`src/rtl/dmem_pkg.sv`:
```
// Shared definitions for the data-memory controller: funct3 size codes,
// FSM state encoding, bus-error fill word and access-width decoding.
package dmem_pkg;

  localparam logic [2:0] SZ_B  = 3'b000;
  localparam logic [2:0] SZ_H  = 3'b001;
  localparam logic [2:0] SZ_W  = 3'b010;
  localparam logic [2:0] SZ_BU = 3'b100;
  localparam logic [2:0] SZ_HU = 3'b101;

  localparam logic [31:0] DMEM_BUSERR_DATA = 32'hDEADBEEF;

  typedef enum logic [1:0] {
    ST_IDLE = 2'd0,
    ST_WAIT = 2'd1,
    ST_DONE = 2'd2
  } dmem_state_e;

  typedef enum logic [1:0] {
    W_BYTE = 2'd0,
    W_HALF = 2'd1,
    W_WORD = 2'd2
  } dmem_width_e;

  // Undefined size codes (011, 11x) fall through to a full word access.
  function automatic dmem_width_e size_width(input logic [2:0] size);
    dmem_width_e w;
    case (size)
      SZ_B, SZ_BU: w = W_BYTE;
      SZ_H, SZ_HU: w = W_HALF;
      SZ_W:        w = W_WORD;
      default:     w = W_WORD;
    endcase
    return w;
  endfunction

endpackage

```
`src/rtl/dmem_align.sv`:
```
// Combinational lane logic: store byte enables and replication, load byte/half
// selection with sign/zero extension, and the misalignment check.
module dmem_align
  import dmem_pkg::*;
(
  input  logic [2:0]  size,
  input  logic [1:0]  offset,
  input  logic [31:0] wdata,
  input  logic [31:0] rdata,
  output logic [3:0]  be,
  output logic [31:0] wdata_lane,
  output logic [31:0] rdata_ext,
  output logic        misalign
);

  dmem_width_e width;
  logic        sext;
  logic [7:0]  sel_byte;
  logic [15:0] sel_half;

  always_comb begin
    width    = size_width(size);
    // funct3[2] clear means a signed load (lb/lh).
    sext     = ~size[2];
    sel_byte = rdata[{offset, 3'b000} +: 8];
    sel_half = offset[1] ? rdata[31:16] : rdata[15:0];

    be         = 4'b1111;
    wdata_lane = wdata;
    rdata_ext  = rdata;
    misalign   = 1'b0;

    case (width)
      W_BYTE: begin
        be         = 4'b0001 << offset;
        wdata_lane = {4{wdata[7:0]}};
        rdata_ext  = {{24{sext & sel_byte[7]}}, sel_byte};
        misalign   = 1'b0;
      end
      W_HALF: begin
        be         = 4'b0011 << offset;
        wdata_lane = {2{wdata[15:0]}};
        rdata_ext  = {{16{sext & sel_half[15]}}, sel_half};
        misalign   = offset[0];
      end
      default: begin
        be         = 4'b1111;
        wdata_lane = wdata;
        rdata_ext  = rdata;
        misalign   = |offset;
      end
    endcase
  end

endmodule

```
`config.mk`:
```
export PLATFORM = sky130hd
export DESIGN_NAME = dmem_align
export DESIGN_NICKNAME = d
export VERILOG_FILES = /design/src/rtl/dmem_pkg.sv /design/src/rtl/dmem_align.sv
export SDC_FILE = /design/constraint.sdc
export NUM_CORES = 1
export LEC_CHECK = 0
export BUFFER_PORTS_ARGS = -buffer_cell sky130_fd_sc_hd__buf_4
export CAP_MARGIN = 20
export CORE_MARGIN = 3
export CORE_UTILIZATION = 39
export DETAILED_ROUTE_END_ITERATION = 10
export GPL_ROUTABILITY_DRIVEN = 0
export GPL_TIMING_DRIVEN = 0
export PLACE_DENSITY = 0.95
export REMOVE_ABC_BUFFERS = 1
export SLEW_MARGIN = 20
export SYNTH_ARGS = -nofsm -noshare
export SYNTH_HDL_FRONTEND = slang
export SYNTH_SLANG_ARGS = --single-unit
```
`constraint.sdc`:
```
create_clock -name vclk -period 3.3
set_clock_uncertainty 0.2 [all_clocks]
set_input_delay 0.165 -clock vclk [all_inputs]
set_output_delay 0.165 -clock vclk [all_outputs]
set_load 0.01 [all_outputs]
```
==> reports/summary.md <==
The total power after layout is 0.000351 W. The design has 0 sequential cells. In this run the post-CTS setup repair buffer count came out at 0. The number of nets in the final layout came out at 380. The min-delay analysis places its worst path in the category in -> out. Dividing the detail-routed wire length by the instance count gives 13.6 um. The floorplan has 19 rows. In this design, the largest share of critical-path delay is due to buffers and inverters. Number of warnings reported in the yosys synthesis log: 0.

The run gives 0 as the count of final max-slew check failures. Timing would allow up to 467 MHz. The synthesized area per cell came out at 6.26 sq um. The core region is 2850 sq um.

The via count of the first global-routing pass came out at 1444. The proportion of layout cells with a drive suffix above 1 is 0.560. The number of remaining DRC errors was 0. The tools report the kind of capture point of the worst setup path as a primary output. The critical path runs through a total of 6 cells. The number of unique standard cell types used by synthesis came out at 28.

For the placed instance count, the log shows 340. The tools report the instance area after placement as 2140 sq um. The biggest cell delay along the critical path came out at 0.43 ns.

The worst hold path stage count is 2, and the sequential cell area is 0 sq um. The kind of start point of the critical path was an input port. In this run, the number of DRC markers left after iteration 0 of detailed routing was 110. The run gives 0.426 as the initial core utilization. Internal power comes to 0.000191 W. Endpoint required time on the critical path: 2.93 ns.

The synthesized netlist occupies a cell area of 1210 sq um. The number of standard cells in the layout, taps in and fillers out is 340. Entering global routing, the biggest net connects 61 pins. The floorplan step set the die width to 61.8 um. At the worst endpoint, the arrival time is 1.78 ns. Core utilization of the finished layout: 0.750. The final-report hold violation count is 0, and the number of buffers inserted by hold repair at cts is 0.

The flow ran to the end, and the final reports show no timing, DRC or antenna violations. The run gives 0 as the clock network power share. Summed over all layers, the routed wires come to 4630 um. The top fanout value on the critical path was 60; the number of antenna violations at the first check in global routing was 0.

The via-per-instance ratio is 5.13. The estimated wirelength of the detail-placed design came out at 3720 um. The actual slew at the worst max-slew pin was 0.670 ns. Synthesis produced 194 cells. The analysis attributes to net switching a power of 0.000161 W. The logs give 0 for the sequential area share after synthesis and 0 for the number of maximum-capacitance violations. Share of total power in sequential cells: 0.

The run gives 1.17 nW as the total leakage power. The share of the clock period used by the worst path works out to 0.649. Combinational group share of total power: 1.000. The overall global routing resource usage was 0.206; the number of clock buffer instances in the layout was 0.

Relative to the synthesized area, the layout overhead comes to 76.0%. In this run the tool buffered the top-level ports with 138 buffer cells. The count of pins on the block boundary came out at 138. After synthesis, the cell types taking the most area are sky130_fd_sc_hd__nand2_1 18%, sky130_fd_sc_hd__mux2_2 15%, sky130_fd_sc_hd__mux2i_1 14%. The number of buffer and inverter stages on the critical path came out at 3. The library cell contributing the largest single delay on the critical path was sky130_fd_sc_hd__buf_4. The die is 61.8 um tall. The count of nets left with antenna violations once routing finished came out at 0.

After routing the design area is 2140 sq um. Across the VDD grid, the largest voltage drop is 91.2 uV. Setup violations remaining at the end of the flow were counted as 0.

For this design the ratio of total power to cell area is 164 nW/um^2. The most critical setup path has its endpoint at rdata_ext[1]. For this run the aggregate overflow at the end of global routing stands at 0.

The floorplan step defined a die boundary enclosing 3820 sq um. The setup TNS is 0 ns. The normalized max-slew margin is 0.549.

The first global-routing pass estimated 6200 um of wire. The switching portion of total power is 0.457, and the detailed-router iteration count before antenna repair is 4. The tools report the worst setup path startpoint as size[1]. For the number of gates resized after CTS, the log shows 0.

Setup repair after global routing left no endpoint under its margin. In the layout the commonest cells are 138 x sky130_fd_sc_hd__buf_4, 59 x sky130_fd_sc_hd__nand2_1, 28 x sky130_fd_sc_hd__o21ai_0, 17 x sky130_fd_sc_hd__mux2i_1, 16 x sky130_fd_sc_hd__mux2_2. Kind of critical path: in -> out. The largest area contributor in the synthesized netlist is sky130_fd_sc_hd__nand2_1.

The library cell used most frequently in the layout, excluding fill and tap cells, is sky130_fd_sc_hd__buf_4. 0 antenna diodes ended up in the layout. Traced cell by cell, the critical path runs through buf_4, inv_1, o21ai_0, nand2_1, o21ai_0, buf_4. The share of Yosys cell area claimed by the top area cell type came out at 0.182. The final critical-path required period is 2.14 ns, and the via count is 1745.
## worst min path at each step
| stage | startpoint | end | slack [ns] |
|---|---|---|---|
| after floorplan | wdata[0] | wdata_lane[0] | 0.13 |
| after global placement | wdata[4] | wdata_lane[4] | 0.33 |
| after detailed placement | wdata[6] | wdata_lane[6] | 0.34 |
| after CTS | wdata[6] | wdata_lane[6] | 0.34 |
| after global routing | wdata[0] | wdata_lane[0] | 0.35 |
| final | wdata[6] | wdata_lane[6] | 0.34 |
## cell usage after synthesis (all sizes together)
library cell  instances
or2                   1
clkbuf                4
o211ai                1
mux2                 16
mux2i                19
a31oi                 1
o22ai                 1
buf                  19
a21oi                 8
o221a                 1
and2                  1
nor2                  6
nor4b                 1
inv                   2
nand2                69
nor2b                10
nand3                 1
nand2b                2
nand3b                2
o21ai                28
a221o                 1
## metrics by stage
stage          hold slack, ns  setup slack (ns)
2_1_floorplan           0.130              1.84
3_3_place_gp            0.332              1.21
3_5_place_dp            0.337              1.19
4_1_cts                 0.337              1.18
5_1_grt                 0.346              1.01
6_report                0.336              1.16
## power by group through the flow
stage	clock (W)	combinational [W]	sequential, W
6_report	0	0.000351	0
5_1_grt	0	0.000382	0
4_1_cts	0	0.000355	0
3_5_place_dp	0	0.000354	0
3_3_place_gp	0	0.000349	0
2_1_floorplan	0	0.000139	0
## logic make-up after synthesis
kind of cell,Yosys count,share of synthesized area
AOI/OAI and AO/OA,41,0.197
muxes,35,0.311
buffers and inverters,25,0.131
and+or+nand+nor,93,0.361
## cell type report
cell class	count	area, sq um
multi-input combinational	169	1060
timing repair buffer	138	1040
fill	254	714
tap	31	38.8
inverter	2	7.51
## layer usage
layer | up-vias | routed length [um] | GRT usage
li1 | 878 | - | -
met1 | 765 | 1610 | 0.208
met2 | 98 | 2330 | 0.414
met3 | 4 | 628 | 0.0702
met4 | 0 | 53 | 0.0242
met5 | - | 0 | 0
Note: power is estimated with default switching activity, not from simulation.
